==> config.mk <==
export PLATFORM = sky130hd
export DESIGN_NAME = id_ex_stage
export DESIGN_NICKNAME = d
export VERILOG_FILES = /design/src/rtl/id_ex_stage_pkg.sv /design/src/rtl/id_ex_hazard_detect.sv /design/src/rtl/id_ex_stage.sv
export SDC_FILE = /design/constraint.sdc
export NUM_CORES = 1
export LEC_CHECK = 0
export BUFFER_PORTS_ARGS = -buffer_cell sky130_fd_sc_hd__buf_4
export CORE_AREA = 2 2 130 132
export DETAILED_ROUTE_END_ITERATION = 10
export DIE_AREA = 0 0 132 134
export PLACE_DENSITY_LB_ADDON = 0.1
export SETUP_SLACK_MARGIN = 0.2
export SYNTH_ARGS = -nofsm -noshare
export SYNTH_HDL_FRONTEND = slang
export SYNTH_SLANG_ARGS = --single-unit
==> constraint.sdc <==
create_clock -name clk -period 2.45 [get_ports clk]
set_input_delay 0 -clock clk [delete_from_list [all_inputs] [get_ports clk]]
set_output_delay 0 -clock clk [all_outputs]
set_load 0.01 [all_outputs]
==> src/rtl/id_ex_stage_pkg.sv <==
// Shared types and widths for the ID/EX pipeline register.
// Control bundle layout and the bubble value live here.
package id_ex_stage_pkg;

  localparam int ALUOP_W = 4;
  localparam int REG_W   = 5;

  typedef struct packed {
    logic               branch;
    logic               uncond_jmp;
    logic               memread;
    logic               memtoreg;
    logic               memwrite;
    logic               alusrc;
    logic               regwrite;
    logic [ALUOP_W-1:0] aluop;
  } ctrl_t;

  localparam ctrl_t CTRL_BUBBLE = '0;

  typedef enum logic [1:0] {
    UPD_LOAD,
    UPD_HOLD,
    UPD_FLUSH,
    UPD_STALL
  } upd_e;

endpackage

==> src/rtl/id_ex_hazard_detect.sv <==
// Load-use detector: decode consumer vs. load sitting in EX.
// Operand use is conservative; unknown encodings may stall.
module id_ex_hazard_detect
  import id_ex_stage_pkg::*;
(
  input  logic             IF_ID_valid,
  input  logic             ID_unconditional_jmp,
  input  logic             ID_alusrc,
  input  logic             ID_memwrite,
  input  logic [REG_W-1:0] ID_rs1,
  input  logic [REG_W-1:0] ID_rs2,
  input  logic             ID_EX_valid,
  input  logic             ID_EX_memread,
  input  logic [REG_W-1:0] ID_EX_rd,
  output logic             load_use
);

  logic uses_rs1;
  logic uses_rs2;
  logic hit_rs1;
  logic hit_rs2;
  logic ld_in_ex;

  assign uses_rs1 = !ID_unconditional_jmp;
  assign uses_rs2 = (!ID_alusrc && !ID_unconditional_jmp)
                 || ID_memwrite;

  assign ld_in_ex = ID_EX_valid && ID_EX_memread
                 && (ID_EX_rd != '0);

  assign hit_rs1 = uses_rs1 && (ID_EX_rd == ID_rs1);
  assign hit_rs2 = uses_rs2 && (ID_EX_rd == ID_rs2);

  assign load_use = IF_ID_valid && ld_in_ex
                 && (hit_rs1 || hit_rs2);

endmodule

==> src/rtl/id_ex_stage.sv <==
// ID/EX pipeline register with load-use bubble insertion,
// EX flush, downstream hold and a saturating bubble counter.
module id_ex_stage
  import id_ex_stage_pkg::*;
#(
  parameter int DATA_W = 32,
  parameter int CNT_W  = 16
) (
  input  logic               clk,
  input  logic               rst,
  input  logic               IF_ID_valid,
  input  logic               ID_branch,
  input  logic               ID_unconditional_jmp,
  input  logic               ID_memread,
  input  logic               ID_memtoreg,
  input  logic               ID_memwrite,
  input  logic               ID_alusrc,
  input  logic               ID_regwrite,
  input  logic [ALUOP_W-1:0] ID_aluop,
  input  logic [DATA_W-1:0]  ID_imme,
  input  logic [DATA_W-1:0]  ID_pc,
  input  logic [DATA_W-1:0]  ID_rs1_data,
  input  logic [DATA_W-1:0]  ID_rs2_data,
  input  logic [REG_W-1:0]   ID_rs1,
  input  logic [REG_W-1:0]   ID_rs2,
  input  logic [REG_W-1:0]   ID_rd,
  input  logic               EX_flush,
  input  logic               hold_in,
  output logic               ID_EX_valid,
  output logic               ID_EX_branch,
  output logic               ID_EX_unconditional_jmp,
  output logic               ID_EX_memread,
  output logic               ID_EX_memtoreg,
  output logic               ID_EX_memwrite,
  output logic               ID_EX_alusrc,
  output logic               ID_EX_regwrite,
  output logic [ALUOP_W-1:0] ID_EX_aluop,
  output logic [DATA_W-1:0]  ID_EX_imme,
  output logic [DATA_W-1:0]  ID_EX_pc,
  output logic [DATA_W-1:0]  ID_EX_rs1_data,
  output logic [DATA_W-1:0]  ID_EX_rs2_data,
  output logic [REG_W-1:0]   ID_EX_rs1,
  output logic [REG_W-1:0]   ID_EX_rs2,
  output logic [REG_W-1:0]   ID_EX_rd,
  output logic               ID_stall,
  output logic [CNT_W-1:0]   bubble_count
);

  logic  load_use;
  logic  take;
  upd_e  upd;
  ctrl_t ctrl_in;
  ctrl_t ctrl_q;

  id_ex_hazard_detect u_hazard (
    .IF_ID_valid          (IF_ID_valid),
    .ID_unconditional_jmp (ID_unconditional_jmp),
    .ID_alusrc            (ID_alusrc),
    .ID_memwrite          (ID_memwrite),
    .ID_rs1               (ID_rs1),
    .ID_rs2               (ID_rs2),
    .ID_EX_valid          (ID_EX_valid),
    .ID_EX_memread        (ID_EX_memread),
    .ID_EX_rd             (ID_EX_rd),
    .load_use             (load_use)
  );

  // A flush already kills the consumer, so no extra stall.
  assign ID_stall = hold_in || (load_use && !EX_flush);

  always_comb begin
    upd = UPD_LOAD;
    if (hold_in)       upd = UPD_HOLD;
    else if (EX_flush) upd = UPD_FLUSH;
    else if (load_use) upd = UPD_STALL;
  end

  assign take = (upd == UPD_LOAD) && IF_ID_valid;

  assign ctrl_in = '{
    branch:     ID_branch,
    uncond_jmp: ID_unconditional_jmp,
    memread:    ID_memread,
    memtoreg:   ID_memtoreg,
    memwrite:   ID_memwrite,
    alusrc:     ID_alusrc,
    regwrite:   ID_regwrite,
    aluop:      ID_aluop
  };

  always_ff @(posedge clk) begin
    if (rst) begin
      ID_EX_valid    <= 1'b0;
      ctrl_q         <= CTRL_BUBBLE;
      ID_EX_imme     <= '0;
      ID_EX_pc       <= '0;
      ID_EX_rs1_data <= '0;
      ID_EX_rs2_data <= '0;
      ID_EX_rs1      <= '0;
      ID_EX_rs2      <= '0;
      ID_EX_rd       <= '0;
      bubble_count   <= '0;
    end else if (upd != UPD_HOLD) begin
      ID_EX_valid    <= take;
      ctrl_q         <= take ? ctrl_in     : CTRL_BUBBLE;
      ID_EX_imme     <= take ? ID_imme     : '0;
      ID_EX_pc       <= take ? ID_pc       : '0;
      ID_EX_rs1_data <= take ? ID_rs1_data : '0;
      ID_EX_rs2_data <= take ? ID_rs2_data : '0;
      ID_EX_rs1      <= take ? ID_rs1      : '0;
      ID_EX_rs2      <= take ? ID_rs2      : '0;
      ID_EX_rd       <= take ? ID_rd       : '0;
      if ((upd == UPD_STALL) && (bubble_count != '1))
        bubble_count <= bubble_count + 1'b1;
    end
  end

  assign ID_EX_branch            = ctrl_q.branch;
  assign ID_EX_unconditional_jmp = ctrl_q.uncond_jmp;
  assign ID_EX_memread           = ctrl_q.memread;
  assign ID_EX_memtoreg          = ctrl_q.memtoreg;
  assign ID_EX_memwrite          = ctrl_q.memwrite;
  assign ID_EX_alusrc            = ctrl_q.alusrc;
  assign ID_EX_regwrite          = ctrl_q.regwrite;
  assign ID_EX_aluop             = ctrl_q.aluop;

endmodule
=== After elaboration in Yosys (flattened, before gate mapping) ===
Index checks and enable logic that the tools add are counted.

* Flip-flop bits (word level): 171
* Bits in latches: 0
* Bits in writable memories: 0
* Bits in read-only memories: 0
* Bits of input ports: 159
* Output and inout port bits: 172
* Logic and storage cells: 53
* Memories kept: 0

* Add/subtract/negate cells: 1
* Multiply operators: 0
* Div/mod/pow operators: 0
* Order comparisons: 0
* Equal/unequal tests: 5
* Shift operators: 0
* Multiplexer cells: 11
* Bitwise logic cells: 0
* Reductions and logical operators: 19

{| class="wikitable"
|+ Operators by type and width
! cell !! count
|-
| $mux W32 || 4
|-
| $add A16 B1 Y16 const B || 1
|-
| $ne A16 B16 Y1 const B || 1
|-
| $mux W5 || 3
|-
| $mux W11 || 1
|-
| $eq A5 B5 Y1 || 2
|-
| $logic_and A1 B1 Y1 || 10
|-
| $mux W2 || 3
|-
| $reduce_bool A5 Y1 || 1
|-
| $logic_not A1 Y1 || 3
|-
| $logic_or A1 B1 Y1 || 3
|-
| $eq A2 B2 Y1 const B || 1
|-
| $logic_not A2 Y1 || 1
|-
| $ne A2 B1 Y1 const B || 1
|-
| $reduce_and A2 Y1 || 1
|}

=== Depth between registers and ports, before layout ===
Gate-level depths: netlist (run 1).

* Word-level depth: 12
* Mapped depth: 7
* Gate-level depth less buffers: 6

=== Modules after synthesis ===
Synthesis (run 1) repeated with hierarchy kept, for this count alone.

* Cell total of the unflattened synthesis: 631
* Area total of the unflattened synthesis: 6,039.5 um2

{| class="wikitable"
|+ Modules (own cells, without submodules)
! module !! times used !! cells an instance !! area an instance (um2)
|-
| id_ex_stage || 1 || 613 || 5,900.7
|-
| id_ex_hazard_detect || 1 || 18 || 138.9
|}

=== Least setup slack after synthesis (run 1) ===
Ideal clock, no wire load.

* Kind: reg-to-reg
* Start point: register bubble_count[0]
* End point: register bubble_count[0]
* Library setup time: 123 ps
* Arrival time: 1,927 ps
* Required time: 2,327 ps
* Setup slack: 399 ps
* Cell stages (with the launch flop): 7
* Path buffers: 0
* Period minus slack after synthesis: 2,051 ps
* Cell sequence: dfxtp_1 ha_1 and2_1 nand4_1 o311ai_1 nor2_1 mux2_1

* Longest elaborated chain between the ends: 3
* Elaborated cells between the ends (all ways): 4

{| class="wikitable"
|+ Ends and longest elaborated chain
! item !! RTL line !! source
|-
| start: declaration || id_ex_stage.sv:46 || <nowiki>output logic [CNT_W-1:0] bubble_count</nowiki>
|-
| start signal: assignment || id_ex_stage.sv:114 || <nowiki>bubble_count <= bubble_count + 1'b1;</nowiki>
|-
| parallel branches: the longest is 3 deep, another holds $add A16 B1 Y16 || - ||
|}

Several ways; the timed one is not identified.
A chain may end at the register's enable or synchronous reset.

=== Worst setup path after layout (run 1) ===
* Start point: register ID_EX_rd[0]
* End point: register ID_EX_imme[4]

* Longest elaborated chain between the ends: 10
* Elaborated cells between the ends (all ways): 16

{| class="wikitable"
|+ Ends and longest elaborated chain
! item !! RTL line !! source
|-
| start: declaration || id_ex_stage.sv:44 || <nowiki>output logic [REG_W-1:0] ID_EX_rd,</nowiki>
|-
| start signal: assignment || id_ex_stage.sv:112 || <nowiki>ID_EX_rd <= take ? ID_rd : '0;</nowiki>
|-
| $eq A5 B5 Y1, or another cell as far along || id_ex_hazard_detect.sv:31 || <nowiki>assign hit_rs1 = uses_rs1 && (ID_EX_rd == ID_rs1);</nowiki>
|-
| $logic_and A1 B1 Y1 (on tied branches) || id_ex_hazard_detect.sv:31, id_ex_hazard_detect.sv:29, id_ex_hazard_detect.sv:32 ||
|-
| $logic_or A1 B1 Y1 / $logic_and A1 B1 Y1 (equally long branches) || id_ex_hazard_detect.sv:35, id_ex_hazard_detect.sv:34 ||
|-
| $logic_and A1 B1 Y1 (*) || id_ex_hazard_detect.sv:35 || <nowiki>&& (hit_rs1 || hit_rs2);</nowiki>
|-
| $mux W2 (*) || id_ex_stage.sv:75 || <nowiki>else if (load_use) upd = UPD_STALL;</nowiki>
|-
| $mux W2 (*) || id_ex_stage.sv:74 || <nowiki>else if (EX_flush) upd = UPD_FLUSH;</nowiki>
|-
| $mux W2 (*) || id_ex_stage.sv:73 || <nowiki>if (hold_in) upd = UPD_HOLD;</nowiki>
|-
| $logic_not A2 Y1 || id_ex_stage.sv:78 || <nowiki>assign take = (upd == UPD_LOAD) && IF_ID_valid;</nowiki>
|-
| $logic_and A1 B1 Y1 || id_ex_stage.sv:78 ||
|-
| $mux W32 || id_ex_stage.sv:106 || <nowiki>ID_EX_imme <= take ? ID_imme : '0;</nowiki>
|-
| end signal: assignment || id_ex_stage.sv:106 ||
|-
| end: declaration || id_ex_stage.sv:38 || <nowiki>output logic [DATA_W-1:0] ID_EX_imme,</nowiki>
|}

Every way passes the cells marked *; elsewhere a longest branch is shown, timed or not.

==> impl_metrics.ini, run 1 <==
[outcome]
status = finished, final reports clean

[power]
total_power_mw = 6.12
p_sw_mw = 1.44
combPwrFrac_pct = 11.7
p_seq_share_pct = 47.1
power.density_mw_per_mm2 = 578
p_clk_share_pct = 41.2
intPower_mw = 4.68
ir_drop_v = 0.000468
switching_share_pct = 23.6
p_leak_nw = 4.78

[synthesis]
synth_cell_types = 37
synth_ff_type = dfxtp_1
seq_area_frac_synth_pct = 59.8
synth_top_area_share_pct = 59.8
async_flop_share_pct = 0
ys_seq_elements = 171
synthTopCellsByArea = dfxtp_1 (60%), a22o_1 (24%), or4_1 (1.7%)
syn_inst = 476
syn_nets = 636
netlist_area_mm2 = 0.00572
synth_top_area_cell = dfxtp_1
yosys_warnings = 0
synth_edf_count = 0
syn_area_per_cell_um2 = 12.0

[timing]
fin_skew_ns = 0.0137
max_slew.worst_pin.slew_ns = 0.781
rsz0062_at_grt = yes
setup_ws_ns = 0.241
whs_ns = 0.159
min_period_ns = 2.21
slew_violations = 0
final-hold-violation-count = 0
max_freq_mhz = 453
setup-tns-final_ns = 0
slew_headroom_pct = 47.9
period_share_pct = 90.2
setup_violations = 0

[global_route]
antenna_found_initial = 0
grt_pass1_vias = 5858
grt_pass1_wl_mm = 30.1
grt_use_total_pct = 21.2
grt_max_degree = 156
grt_overflow_total = 0

[worst_hold_path]
hold_depth = 3
hp-class = in -> reg

[floorplan]
fp-row-count = 47
initial_core_util_pct = 35.1
die_h_um = 134
num_io_pins = 331
core_mm2 = 0.0163
fp.dieW_um = 132
die-area_mm2 = 0.0177

[placement]
dp.cells = 992
portBuffers = 330
post-dp-hpwl_mm = 12.5
place_worst_setup_slack_ns = 0.180
place_area_mm2 = 0.00838
place_congestion = 0.821

[clock_tree]
path_clk_slew_ns = 0.07
cts.sinks = 171
cts_max_level = 4
clk_latency_ns = 0.42
cts_buffer_depth = 2
clockRootBuffer = clkbuf_16
cts_tree = done
cts_buffers = 17

[drt]
vias_per_cell = 4.95
ant_nets = 0
drt-total-wl_mm = 20.0
routedWlPerCell_um = 16.9
initialDrtViolationCount = 312
first_pass_iters = 4
num_vias = 5868
route.detailed.drc = 0

[cells_and_area]
layout.cells.non_filler = 1186
utilization_pct = 65.0
final_cell_mix = buf_4 (338), dfxtp_1 (168), dlygate4sd3_1 (155), a22o_1 (154), clkbuf_16 (17)
antenna_cells = 0
finalNetCount = 1113
areaGrowthSynthToFinish_pct = 85.1
final_common_cell = buf_4
design_area_mm2 = 0.0106
drive_above_1_share_pct = 40.1

[critical_path]
critPathArrivalTime_ns = 2.57
start_kind = flop
endpoint_kind = flop
r2r_cells = 5
crit_type = reg -> reg
worstPathRequired_ns = 2.81
crit_fanout = 70

[flow_run]
maxCapViolCount = 0
kinds of logic (layout without fill, tap and decap cells):
logic type | Yosys count | in the layout | share of synthesized area, %
simple gates | 62 | 62 | 6.43
fa+ha+maj | 1 | 1 | 0.219
xor+xnor | 10 | 10 | 1.53
flops | 171 | 171 | 59.8
compound gates | 182 | 184 | 27.2
mux | 6 | 6 | 1.16
buf+inv | 44 | 532 | 3.63
registers in the layout, indices dropped and copies added, names as in the netlist:
register	count
ID_EX_rs2	5
ID_EX_regwrite	1
ID_EX_rs1	5
bubble_count	16
ID_EX_pc	32
ID_EX_aluop	4
ID_EX_valid	1
ID_EX_rd	5
ID_EX_alusrc	1
ID_EX_branch	1
ID_EX_rs2_data	32
ID_EX_memread	1
ID_EX_imme	32
ID_EX_rs1_data	32
ID_EX_memwrite	1
ID_EX_memtoreg	1
ID_EX_unconditional_jmp	1
final timing paths:
kind | startpoint | to | slack [ns]
max reg2reg | ID_EX_rd[0]$_SDFFE_PP0P_ | ID_EX_imme[4]$_SDFFE_PP0P_ | 0.24
min reg2reg | ID_EX_pc[10]$_SDFFE_PP0P_ | ID_EX_pc[10]$_SDFFE_PP0P_ | 0.48
min | IF_ID_valid | ID_EX_rs1_data[22]$_SDFFE_PP0P_ | 0.16
max | ID_EX_rd[0]$_SDFFE_PP0P_ | ID_EX_imme[4]$_SDFFE_PP0P_ | 0.24
power groups by stage:
stage | clock network (mW) | logic (mW) | registers (mW)
after floorplan | 0 | 0.130 | 2.97
after global routing | 2.71 | 0.757 | 2.89
final | 2.52 | 0.716 | 2.88
after CTS | 2.60 | 0.700 | 2.88
after global placement | 0 | 0.486 | 2.94
after detailed placement | 0 | 0.494 | 2.94
cells in the mapped netlist, types with 2 or more instances:
cell type / n
a21oi_1: 9
a22o_1: 154
and3_1: 3
buf_2: 13
buf_4: 5
clkbuf_1: 21
dfxtp_1: 171
inv_1: 4
mux2_1: 4
nand2_1: 5
nand3_1: 8
nand4_1: 8
nor2_1: 9
nor2b_1: 5
nor4_1: 5
o21a_1: 2
o31ai_1: 10
or4_1: 13
xnor2_1: 9
cell type report:
class / instances / area, um^2
flip-flops and latches: 171 / 3430
inverters: 4 / 15.0
well taps: 220 / 275
multi-input cells: 263 / 2150
clock inverters: 13 / 108
clock buffers: 19 / 453
fillers: 1220 / 5700
repair buffers: 496 / 4160
layer usage:
| metal | routed length (um) | share of wire (%) | vias to the layer above | GRT usage [%] |
|---|---|---|---|---|
| met5 | 0 | 0 | - | 0 |
| met4 | 518 | 2.6 | 0 | 8.64 |
| met3 | 1430 | 7.1 | 34 | 7.07 |
| met2 | 10300 | 51 | 257 | 36.8 |
| met1 | 7850 | 39 | 2764 | 23.9 |
| li1 | - | - | 2813 | - |
critical path, stage by stage, from the launching register on:
cell	delay [ns]
dfxtp_2	0.35
or4_1	0.59
o21ai_2	0.27
o2111a_4	0.39
buf_16	0.29
a22o_1	0.21
timing repair:
item,CTS,global route
setup buffers,0,5
gates cloned,0,2
setup endpoints to repair,15,138
gates resized for setup,1,6
hold buffers,155,0
hold endpoints to repair,163,0
pin swaps,1,2
No activity file was read; power rests on OpenSTA's default activity.
==> run 2, diff against run 1 <==
--- a/config.mk
+++ b/config.mk
@@ -5,10 +5,11 @@
 export SDC_FILE = /design/constraint.sdc
 export NUM_CORES = 1
 export LEC_CHECK = 0
+export ABC_AREA = 1
 export BUFFER_PORTS_ARGS = -buffer_cell sky130_fd_sc_hd__buf_4
-export CORE_AREA = 2 2 130 132
+export CORE_AREA = 2 2 128 130
 export DETAILED_ROUTE_END_ITERATION = 10
-export DIE_AREA = 0 0 132 134
+export DIE_AREA = 0 0 130 132
 export PLACE_DENSITY_LB_ADDON = 0.1
 export SETUP_SLACK_MARGIN = 0.2
 export SYNTH_ARGS = -nofsm -noshare
==> run 2 against run 1 <==
Effect of this change: combinational power is 12% higher; power shrank 1.7%; synthesized cell count is 86% higher; critical path depth is 5 higher; clock power decreased by 7%; design area grew 5.9%; sequential power about the same; utilization increased by 6.3 points; fmax is 5.2% higher; hold slack worse by 0.054 ns; clock skew shrank 0.0022 ns; via count up 32%; largest cell class unchanged; largest power group unchanged; highest routed layer unchanged.
==> impl_metrics.ini, run 2 <==
[drt]
ant_nets = 0
num_vias = 7743
vias_per_cell = 4.99
initialDrtViolationCount = 534
first_pass_iters = 5
route.detailed.drc = 0
routedWlPerCell_um = 15.5
drt-total-wl_mm = 24.0

[synthesis]
syn_area_per_cell_um2 = 7.56
synth_cell_types = 23
synth_top_area_share_pct = 51.1
synth_edf_count = 0
syn_inst = 886
synth.most_common_cell = nand2_1
synth_commonest_cells = nand2_1 (213), dfxtp_1 (171), nand3_1 (166)
netlist_area_mm2 = 0.00670
syn_nets = 1046
ys_seq_elements = 171
synth_top_area_cell = dfxtp_1
synth_ff_type = dfxtp_1
synthTopCellsByArea = dfxtp_1 (51%), nand3_1 (12%), a21oi_1 (12%)
yosys_warnings = 0
async_flop_share_pct = 0
seq_area_frac_synth_pct = 51.1

[critical_path]
crit_path_cell_trace = inv_1, nand2_1, nand2_1, nor2_1, nand3_1, nand2_2, nand2_4, buf_12, o21bai_1, buf_4
r2r_slack_ns = 0.63
critPathArrivalTime_ns = 2.10
path_buf_inv = 3
r2r_cells = 11
endpoint_kind = output port
start_kind = flop
crit_slowest_cell = dfxtp_1
r2r-end = bubble_count[2]$_SDFFE_PP0P_
crit_path_frequent_cell = nand2_1
crit_type = reg -> out
cpPeakStageDelay_ns = 0.39
timing.rr.start = ID_EX_rd[2]$_SDFFE_PP0P_
crit_fanout = 113
worstPathRequired_ns = 2.45
crit_start = ID_EX_rd[2]$_SDFFE_PP0P_
path_delay_family = simple AND/OR/NAND/NOR gates

[clock_tree]
path_clk_slew_ns = 0.06
clk_latency_ns = 0.42
cts_repair_resize_count = 0
cts.sinks = 171
cts_max_level = 4
clockRootBuffer = clkbuf_16
cts_buffer_depth = 2
cts_buffers = 17
cts_tree = done

[global_route]
grt_use_total_pct = 27.1
grt_max_degree = 124
grt_pass1_wl_mm = 37.1
antenna_found_initial = 0
grt_overflow_total = 0
grt_pass1_vias = 7362

[worst_hold_path]
hold_start = rst
hold_depth = 2
hold_path_end = ID_EX_imme[5]$_SDFFE_PP0P_
hp-class = in -> reg

[timing]
rsz0062_at_grt = no
slew_violations = 0
setup-tns-final_ns = 0
slew_headroom_pct = 53.2
min_period_ns = 2.10
final-hold-violation-count = 0
max_freq_mhz = 476
max_slew.worst_pin.slew_ns = 0.702
fin_skew_ns = 0.0115
period_share_pct = 85.7
setup_violations = 0

[power]
p_leak_nw = 4.81
ir_drop_v = 0.000444
power.density_mw_per_mm2 = 536

[floorplan]
fp.dieW_um = 130
die_h_um = 132
fp-row-count = 46
core_mm2 = 0.0157
initial_core_util_pct = 42.6
num_io_pins = 331
die-area_mm2 = 0.0172

[placement]
post-dp-hpwl_mm = 14.4
place_area_mm2 = 0.00918
place_congestion = 0.834
portBuffers = 330

[cells_and_area]
multi_input_area_mm2 = 0.00276
final_common_cell = buf_4
finalNetCount = 1487
seq_area_mm2 = 0.00342
fill_cells = 1247
design_area_mm2 = 0.0112
final_cell_mix = buf_4 (336), nand2_1 (213), dfxtp_1 (171), nand3_1 (166), a21oi_1 (164)
drive_above_1_share_pct = 27.9
areaGrowthSynthToFinish_pct = 67.4
antenna_cells = 0

[flow_run]
maxCapViolCount = 0

[outcome]
status = finished, final reports clean
==> run 2: cell count changes in the layout (fill, tap and decap cells not counted), moves of 5 or more <==
cell | previous run | this run
a21oi_1 | 9 | 164
a22o_1 | 154 | 0
inv_1 | 4 | 34
inv_6 | 5 | 0
nand2_1 | 5 | 213
nand3_1 | 8 | 166
nor2_1 | 8 | 42
nor2b_1 | 5 | 0
o21ai_0 | 1 | 6
o31ai_1 | 10 | 0
or4_1 | 13 | 0
xnor2_1 | 9 | 0
==> run 2: worst reg2reg max path, delay by kind of cell, from the launching register on <==
family / cells / cell delay (ns)
simple gates: 9 / 1.03
flops: 1 / 0.39
compound gates: 1 / 0.18
buf+inv: 1 / 0.09
==> run 2: how the worst max path moves through the flow <==
stage	end	slack (ns)	cells past startpoint
after floorplan	bubble_count[1]$_SDFFE_PP0P_	0.84	9
after global placement	bubble_count[15]$_SDFFE_PP0P_	0.69	12
after detailed placement	bubble_count[13]$_SDFFE_PP0P_	0.64	12
after CTS	ID_stall	0.40	8
after global routing	ID_stall	0.20	10
final	ID_stall	0.35	10
==> run 2: per-stage QoR <==
| step | total power, mW | hold slack [ns] | worst slack (ns) | utilization [%] | std cells |
|---|---|---|---|---|---|
| 6_report | 6.01 | 0.106 | 0.350 | 71.3 | 1553 |
| 5_1_grt | 6.23 | 0.121 | 0.201 | 71.3 | 1553 |
| 3_3_place_gp | 3.51 | 0.280 | 0.692 | 58.4 | 1370 |
| 2_1_floorplan | 3.16 | 0.0931 | 0.842 | - | 886 |
| 3_5_place_dp | 3.52 | 0.286 | 0.637 | 58.4 | 1370 |
| 4_1_cts | 6.04 | 0.104 | 0.395 | 71.3 | 1553 |
==> run 2: logic make-up after synthesis <==
group / count (synthesis) / share of synthesized area (%)
and+or+nand+nor: 434 / 28.0
adders and majority gates: 1 / 0.187
AOI/OAI and AO/OA: 172 / 12.9
DFF: 171 / 51.1
buffers and inverters: 108 / 7.77
==> run 2: timing repair <==
| item | CTS | global route |
|---|---|---|
| hold buffers | 154 | 0 |
| endpoints found under the hold margin | 154 | 0 |
| endpoints found under the setup margin | 0 | 0 |
| buffers inserted | 0 | 0 |
==> run 2: per-layer routing <==
layer	track usage, %	share of wire (%)	up-vias
met5	0	0	-
met4	13.1	3.8	0
met3	8.08	7.6	55
met2	46.7	50	315
met1	30.2	38	3564
li1	-	-	3809
==> run 2: layout make-up <==
cell class              instances  area share [%]
repair buffers                493            36.8
multi-input cells             607            24.6
clock buffers                  20            3.90
clock inverters                 9           0.480
flip-flops and latches        171            30.5
inverters                      37            1.24
well taps                     216            2.41
==> run 2: power by group <==
group | internal, mW | total (mW) | leakage, nW | switching, mW
registers | 2.84 | 2.88 | 1.39 | 0.0345
clock network | 1.27 | 2.34 | 0.241 | 1.07
logic | 0.460 | 0.801 | 3.18 | 0.340
